==> config.mk <==
export PLATFORM = sky130hd
export DESIGN_NAME = ycbcr_to_rgb
export DESIGN_NICKNAME = d
export VERILOG_FILES = /design/src/rtl/ycbcr_to_rgb.sv
export SDC_FILE = /design/constraint.sdc
export NUM_CORES = 1
export LEC_CHECK = 0
export CORE_MARGIN = 2
export CORE_UTILIZATION = 55
export CTS_CLUSTER_DIAMETER = 30
export DETAILED_ROUTE_END_ITERATION = 6
export PLACE_DENSITY = 0.8
export SLEW_MARGIN = 20
export SYNTH_ARGS = -nofsm -noshare
export SYNTH_HDL_FRONTEND = slang
export SYNTH_SLANG_ARGS = --single-unit
==> constraint.sdc <==
create_clock -name clk -period 6.07 [get_ports clk]
set_input_delay 0.607 -clock clk [delete_from_list [all_inputs] [get_ports clk]]
set_output_delay 0.607 -clock clk [all_outputs]
set_load 0.01 [all_outputs]
==> src/rtl/ycbcr_to_rgb.sv <==
// ycbcr_to_rgb
// Pipelined inverse colour converter for the decode side of the compression IP.
// It reads YCbCr pixels back from the YCbCr frame buffer and produces 8-bit RGB.
// Pixels move through three register stages (S1 operands, S2 products, S3 clamped
// result) under one global advance enable. A frame counter tags the last pixel
// of every frame.
//
// Ports:
//   clk                 single clock, rising edge
//   rst                 asynchronous active-high reset
//   Y_in/Cb_in/Cr_in    32-bit pixel components, only bits [7:0] are used
//   in_valid/in_ready   input handshake; in_ready = !(out_valid && !out_ready)
//   R_O/G_O/B_O         32-bit colour outputs, [7:0] result, [31:8] zero
//   out_valid/out_ready output handshake
//   out_last            output pixel is index FRAME_PIXELS-1 of its frame
//   pix_count           frame index of the pixel currently at the output
module ycbcr_to_rgb #(
    parameter int FRAC         = 14,
    parameter int FRAME_PIXELS = 1048576
) (
    input  logic        clk,
    input  logic        rst,
    input  logic [31:0] Y_in,
    input  logic [31:0] Cb_in,
    input  logic [31:0] Cr_in,
    input  logic        in_valid,
    output logic        in_ready,
    output logic [31:0] R_O,
    output logic [31:0] G_O,
    output logic [31:0] B_O,
    output logic        out_valid,
    input  logic        out_ready,
    output logic        out_last,
    output logic [31:0] pix_count
);

    // Q2.14 coefficients: 1.402, 0.344136, 0.714136, 1.772
    localparam logic signed [25:0] KR       = 26'sd22970;
    localparam logic signed [25:0] KGB      = 26'sd5638;
    localparam logic signed [25:0] KGR      = 26'sd11700;
    localparam logic signed [25:0] KB       = 26'sd29032;
    // Half an LSB folded into the luma term so the final shift rounds to nearest
    localparam logic signed [25:0] ROUND    = 26'sd1 <<< (FRAC - 1);
    localparam logic [31:0]        LAST_IDX = 32'(FRAME_PIXELS - 1);

    // Sign-extend a 9-bit stage-1 operand to the 26-bit datapath width
    function automatic logic signed [25:0] sext9(input logic signed [8:0] v);
        return {{17{v[8]}}, v};
    endfunction

    // Saturate a signed shifted sum to the 0..255 pixel range
    function automatic logic [7:0] clamp8(input logic signed [25:0] v);
        logic [7:0] res;
        if (v < 26'sd0) begin
            res = 8'd0;
        end else if (v > 26'sd255) begin
            res = 8'd255;
        end else begin
            res = v[7:0];
        end
        return res;
    endfunction

    logic               stall_s;
    logic               advance_s;
    logic               out_fire_s;
    logic               unused_upper_s;

    logic               s1_valid_q;
    logic               s2_valid_q;
    logic               s3_valid_q;

    logic signed [8:0]  y_q,  y_d;
    logic signed [8:0]  cb_q, cb_d;
    logic signed [8:0]  cr_q, cr_d;

    logic signed [25:0] ybase_q,  ybase_d;
    logic signed [25:0] kr_cr_q,  kr_cr_d;
    logic signed [25:0] kgb_cb_q, kgb_cb_d;
    logic signed [25:0] kgr_cr_q, kgr_cr_d;
    logic signed [25:0] kb_cb_q,  kb_cb_d;

    logic signed [25:0] r_sum_s;
    logic signed [25:0] g_sum_s;
    logic signed [25:0] b_sum_s;

    logic [7:0]         r_q, r_d;
    logic [7:0]         g_q, g_d;
    logic [7:0]         b_q, b_d;

    logic [31:0]        pix_count_q, pix_count_d;

    // The whole pipe freezes only when a valid output is refused downstream
    assign stall_s        = s3_valid_q & ~out_ready;
    assign advance_s      = ~stall_s;
    assign out_fire_s     = s3_valid_q & out_ready;
    assign unused_upper_s = ^{Y_in[31:8], Cb_in[31:8], Cr_in[31:8]};

    assign in_ready  = advance_s;
    assign out_valid = s3_valid_q;
    assign R_O       = {24'd0, r_q};
    assign G_O       = {24'd0, g_q};
    assign B_O       = {24'd0, b_q};
    assign pix_count = pix_count_q;
    assign out_last  = s3_valid_q & (pix_count_q == LAST_IDX);

    // S1 operands: luma as-is, chroma recentred around zero
    always_comb begin
        y_d  = $signed({1'b0, Y_in[7:0]});
        cb_d = $signed({1'b0, Cb_in[7:0]}) - 9'sd128;
        cr_d = $signed({1'b0, Cr_in[7:0]}) - 9'sd128;
    end

    // S2 products and rounded luma base
    always_comb begin
        ybase_d  = ($signed({17'd0, y_q}) <<< FRAC) + ROUND;
        kr_cr_d  = KR  * sext9(cr_q);
        kgb_cb_d = KGB * sext9(cb_q);
        kgr_cr_d = KGR * sext9(cr_q);
        kb_cb_d  = KB  * sext9(cb_q);
    end

    // S3 sums, arithmetic shift back to integer and saturation
    always_comb begin
        r_sum_s = ybase_q + kr_cr_q;
        g_sum_s = ybase_q - kgb_cb_q - kgr_cr_q;
        b_sum_s = ybase_q + kb_cb_q;
        r_d     = clamp8(r_sum_s >>> FRAC);
        g_d     = clamp8(g_sum_s >>> FRAC);
        b_d     = clamp8(b_sum_s >>> FRAC);
    end

    // Frame index of the next output pixel, wrapping at the frame end
    always_comb begin
        if (out_fire_s) begin
            if (pix_count_q == LAST_IDX) begin
                pix_count_d = 32'd0;
            end else begin
                pix_count_d = pix_count_q + 32'd1;
            end
        end else begin
            pix_count_d = pix_count_q;
        end
    end

    // Pipeline registers: all stages shift together whenever the output is not stalled
    always_ff @(posedge clk or posedge rst) begin
        if (rst) begin
            s1_valid_q <= 1'b0;
            s2_valid_q <= 1'b0;
            s3_valid_q <= 1'b0;
            y_q        <= 9'sd0;
            cb_q       <= 9'sd0;
            cr_q       <= 9'sd0;
            ybase_q    <= 26'sd0;
            kr_cr_q    <= 26'sd0;
            kgb_cb_q   <= 26'sd0;
            kgr_cr_q   <= 26'sd0;
            kb_cb_q    <= 26'sd0;
            r_q        <= 8'd0;
            g_q        <= 8'd0;
            b_q        <= 8'd0;
        end else if (advance_s) begin
            s1_valid_q <= in_valid;
            s2_valid_q <= s1_valid_q;
            s3_valid_q <= s2_valid_q;
            y_q        <= y_d;
            cb_q       <= cb_d;
            cr_q       <= cr_d;
            ybase_q    <= ybase_d;
            kr_cr_q    <= kr_cr_d;
            kgb_cb_q   <= kgb_cb_d;
            kgr_cr_q   <= kgr_cr_d;
            kb_cb_q    <= kb_cb_d;
            r_q        <= r_d;
            g_q        <= g_d;
            b_q        <= b_d;
        end
    end

    // Output pixel frame counter
    always_ff @(posedge clk or posedge rst) begin
        if (rst) begin
            pix_count_q <= 32'd0;
        end else begin
            pix_count_q <= pix_count_d;
        end
    end

endmodule

Yosys cells after proc, flatten, opt, wreduce, memory -nomap -nowiden
Index checks and enable logic that the tools add are counted.

word-level totals
  register bits after elaboration = 208
  bits of input ports = 100
  output and inout bits = 131
  word-level logic and storage cells = 46

operators by class
  add/sub/neg operators = 8
  $mul = 4
  order comparisons = 6
  eq/ne operators = 1
  muxes and demuxes = 7
  bitwise gates (word level) = 5

operators by type and width
  cell                                                                            number
  13-bit by 9-bit multiplier with 22-bit output (first input constant)            3
  26-bit adder                                                                    2
  26-bit subtractor                                                               2
  8-bit two-way mux                                                               6
  12-bit by 9-bit > comparator with 1-bit output (second input constant)          3
  12-bit by 1-bit less-than comparator with 1-bit output (second input constant)  3
  32-bit by 1-bit adder with 32-bit output (second input constant)                1
  32-bit by 20-bit == test with 1-bit output (second input constant)              1
  32-bit two-way mux                                                              1
  15-bit by 9-bit multiplier with 24-bit output (first input constant)            1
  22-bit by 14-bit adder with 23-bit output (second input constant)               1
  8-bit by 8-bit subtractor with 9-bit output (second input constant)             2
  1-bit bitwise AND                                                               3
  1-bit NOT                                                                       2

Logic depth before layout (Yosys ltp)
  word-level depth = 5
  mapped depth = 19
  depth with buffers taken out = 19

Worst setup path after synthesis
Ideal clock, no wire load.

  path type = reg2reg
  start point = register cr_q[1]
  end point = register kr_cr_q[23]
  library setup time = 0.083 ns
  arrival = 4.840 ns
  data required time = 5.987 ns
  setup slack = 1.147 ns
  cell stages (with the launch flop) = 16
  path buffers = 0
  period minus slack after synthesis = 4.923 ns
  cell sequence = dfrtp_1 ha_1 fa_1 fa_1 fa_1 fa_1 ha_1 a211oi_1 o211a_1 o21ai_0 a2111oi_2 o21ai_1 a41oi_1 o21bai_1 xnor2_1 o21ai_0

between the ends
  longest elaborated chain between the ends = 1

ends and longest elaborated chain
  what                                           RTL line  RTL
  start, declared                                75        logic signed [8:0] cr_q, cr_d;
  start signal, assigned                         169       cr_q <= cr_d;
  15-bit by 9-bit multiplier with 24-bit output  117       kr_cr_d = KR * sext9(cr_q);
  end signal, assigned                           171       kr_cr_q <= kr_cr_d;
  end, declared                                  78        logic signed [25:0] kr_cr_q, kr_cr_d;

Every way passes these cells.
A chain may end at the register's enable or synchronous reset.

Worst setup path in the final report
Ends and elaborated chain as after synthesis.

==> results.cfg <==
[synth]
synthMuxAreaShare_pct = 0.267
synth_compound_gate_area_share_pct = 11.0
synth_unique_cells = 68
syn_area_per_cell_um2 = 9.37
synth_largest_type_area_fraction_pct = 25.9
synth_enable_flop_cells = 0
synth_area_leader_cell = sky130_fd_sc_hd__dfrtp_1
synth_cells = 1650
netlist_top_cells_area = sky130_fd_sc_hd__dfrtp_1, sky130_fd_sc_hd__ha_1, sky130_fd_sc_hd__fa_1, sky130_fd_sc_hd__inv_1, sky130_fd_sc_hd__nand2_1
postSynth.topFlopCell = sky130_fd_sc_hd__dfrtp_1
yosysMostFrequentCell = sky130_fd_sc_hd__ha_1
combinational_family_with_the_most_area_after_synthesis = adder cells
ys_seq_area_share_pct = 25.9
synth_xor_area_share_pct = 5.32
synth_warnings = 0
post_synth_fa_ha_maj_area_fraction_pct = 35.7
synth-async-reset-ratio_pct = 100
ys_ff_latch = 160
synth_commonest_cells = sky130_fd_sc_hd__ha_1, sky130_fd_sc_hd__inv_1, sky130_fd_sc_hd__nand2_1
synth.cell_area_um2 = 15500
synthSimpleGateAreaFrac_pct = 11.5

[drt]
final_antenna_net_count = 0
routed_wire_length_per_instance_um = 15.5
detailedRoute.firstIterationViolations = 586
drt-total-wl_um = 32900
dr_total_vias = 11285
detail_route.drc_violations = 0
viasPerCell = 5.31
detailedRoute.firstPassIterationCount = 6

[floorplanning]
std_cell_rows = 61
chipHeight_um = 172
floorplan.initialDensity_pct = 55.8
boundaryPins = 231
core_area_um2 = 27700
chip_width_um = 172
design.die.area_um2 = 29500

[timing]
relSlewSlack_pct = 34.6
fin_tns_setup_ns = 0
report.final.slew_viol_count = 0
setup_viol = 0
rsz0062_at_grt = no
max_slew.worst_pin.slew_ns = 0.972
finClkSkew_ns = 0.0136
period_needed_ns = 5.54
max_clock_freq_mhz = 180
hold_viol = 0
final_min_period_over_clock_period_pct = 91.3

[finish]
area.growth.synth_to_final_pct = 10.7
antenna_cells = 0
nNetsFinal = 2214
layout-drive-gt1-share_pct = 3.84

[worst_setup_path]
critical_path.reg2reg.endpoint = kr_cr_q[23]
worst_path_most_repeated_cell = sky130_fd_sc_hd__fa_1
crit_path_max_incr_delay_ns = 0.65
worst_setup_path_start_kind = register
worst-setup-path-type = register to register
timing.reg2reg.setup_slack_ns = 0.53
critical_path.endpoint_type = register
cp_slowest_cell = sky130_fd_sc_hd__dfrtp_1
worst-r2r-cell-count = 15
reg2reg_from = cr_q[1]
worstPathCellList = ha_1 -> fa_1 -> fa_1 -> fa_1 -> fa_1 -> ha_1 -> a211oi_1 -> o211a_1 -> o21ai_0 -> a2111oi_2 -> o21ai_1 -> a41oi_1 -> o21bai_1 -> xnor2_1 -> o21ai_0
timing.critical_path.max_delay_family = adder cells
critical_path_buf_inv_count = 0
cp_data_required_time_ns = 6.36
timing.critical_path.arrival_ns = 5.83
timing.critical_path.fanout_max = 8

[place]
detailedPlacementHpwl_um = 25900
numPortBuffers = 86
gp_congestion = 0.880

[clocking]
clkSlewWorstSetupHoldPaths_ns = 0.07
cts-htree-levels = 4
clockRootBuffer = sky130_fd_sc_hd__clkbuf_16
post_cts_resize_count = 0
clkLatencyLatePin_ns = 0.44
cts_buffers = 17
post-cts-setup-buffer-count = 0
tritoncts = built
clock_tree.buffer_depth = 2
cts_hold_buf = 0
cts.sink_count = 160

[worst_hold_path]
worst_hold_path_cell_count = 2
hold_class = register to register
timing.hold.worst_endpoint = y_q[7]
worst_min_path_start = y_q[7]

[grt]
grt_start_max_net_pins = 109
grtUsageMet1_pct = 30.3
groute.layer.met3.usage_pct = 2.76
grt_remaining_overflow = 0
groute.layer.met2.usage_pct = 41.5
antenna_found_initial = 0
top_usage_layer = met2
via_count_of_the_first_global_routing_pass = 11695
global_route_wire_length_before_repair_um = 56200
grtUsageTotal_pct = 23.7

[run]
maxCapViolations = 0

[status]
outcome = completed
-- metrics by stage --
| step | instance area (um2) | hold slack [ns] | util (%) | worst slack [ns] | std cells |
|---|---|---|---|---|---|
| detailed placement | 16500 | 0.460 | 59.5 | 0.548 | 2093 |
| global placement | 16500 | 0.439 | 59.5 | 0.659 | 2093 |
| CTS | 17100 | 0.476 | 61.8 | 0.503 | 2124 |
| global route | 17100 | 0.497 | 61.8 | 0.137 | 2124 |
| finish | 17100 | 0.476 | 61.8 | 0.526 | 2124 |
| floorplan | 15700 | 0.430 | - | 1.14 | 1721 |
-- worst register-to-register path, stage by stage (launching register included) --
cell and delay, ns:
sky130_fd_sc_hd__dfrtp_1 0.65, sky130_fd_sc_hd__ha_1 0.43, sky130_fd_sc_hd__fa_1 0.60, sky130_fd_sc_hd__fa_1 0.46, sky130_fd_sc_hd__fa_1 0.58, sky130_fd_sc_hd__fa_1 0.43
sky130_fd_sc_hd__ha_1 0.32, sky130_fd_sc_hd__a211oi_1 0.23, sky130_fd_sc_hd__o211a_1 0.20, sky130_fd_sc_hd__o21ai_0 0.19, sky130_fd_sc_hd__a2111oi_2 0.41, sky130_fd_sc_hd__o21ai_1 0.18
sky130_fd_sc_hd__a41oi_1 0.37, sky130_fd_sc_hd__o21bai_1 0.12, sky130_fd_sc_hd__xnor2_1 0.14, sky130_fd_sc_hd__o21ai_0 0.09
-- metal layers --
| metal | routed length (um) | vias to the layer above |
|---|---|---|
| met5 | 0 | - |
| met4 | 993 | 0 |
| met3 | 1320 | 57 |
| met2 | 16000 | 259 |
| met1 | 14500 | 5494 |
| li1 | - | 5475 |
-- sequential cells by signal, indices dropped and copies added (netlist names) --
name and cells:
ybase_q 9, out_valid 1, s2_valid_q 1, r_q 8, y_q 8, cr_q 8, cb_q 8, pix_count 32
s1_valid_q 1, kr_cr_q 12, g_q 8, b_q 8, kgb_cb_q 21, kgr_cr_q 22, kb_cb_q 13
-- kinds of logic (layout without fill, tap and decap cells) --
group,Yosys count,count (layout)
AND/OR/NAND/NOR,400,400
adder cells (fa/ha/maj),380,380
buffers and inverters,349,374
AO/OA/AOI/OAI,262,262
flip-flops,160,160
XOR/XNOR,94,94
multiplexers,4,4
other,1,72
-- how the worst max path moves through the flow --
stage | startpoint | endpoint | slack (ns) | cells past startpoint
2_1_floorplan | rst | b_q[0] | 1.14 | 1
3_3_place_gp | cr_q[1] | kr_cr_q[24] | 0.66 | 15
3_5_place_dp | cr_q[1] | kr_cr_q[23] | 0.55 | 15
4_1_cts | cr_q[1] | kr_cr_q[23] | 0.50 | 15
5_1_grt | cr_q[1] | kr_cr_q[23] | 0.14 | 15
6_report | cr_q[1] | kr_cr_q[23] | 0.53 | 15
-- cells in the final DEF (no fill, tap or decap), drive strengths merged, types with 12 or more instances in the layout --
| cell type | Yosys | routed |
|---|---|---|
| a21o | 19 | 19 |
| a21oi | 60 | 60 |
| clkbuf | 26 | 22 |
| clkdlybuf4s50 | 0 | 86 |
| conb | 1 | 72 |
| dfrtp | 160 | 160 |
| fa | 103 | 103 |
| ha | 277 | 277 |
| inv | 249 | 254 |
| nand2 | 175 | 175 |
| nand3 | 30 | 30 |
| nor2 | 100 | 100 |
| nor3 | 26 | 26 |
| o211ai | 14 | 14 |
| o21a | 12 | 12 |
| o21ai | 80 | 80 |
| o21bai | 13 | 13 |
| xnor2 | 52 | 52 |
| xor2 | 42 | 42 |
-- final cells by class --
| class | instances | area, um2 |
|---|---|---|
| Clock inverter | 9 | 143 |
| Sequential cell | 160 | 4000 |
| Inverter | 249 | 942 |
| Tap cell | 378 | 473 |
| Timing Repair Buffer | 94 | 921 |
| Fill cell | 2229 | 10600 |
| Multi-Input combinational cell | 1212 | 10200 |
| Clock buffer | 22 | 484 |
Power is left out: the tool's default activity adds up to more than one toggle a clock period on the data nets, which glitch-free logic cannot reach.
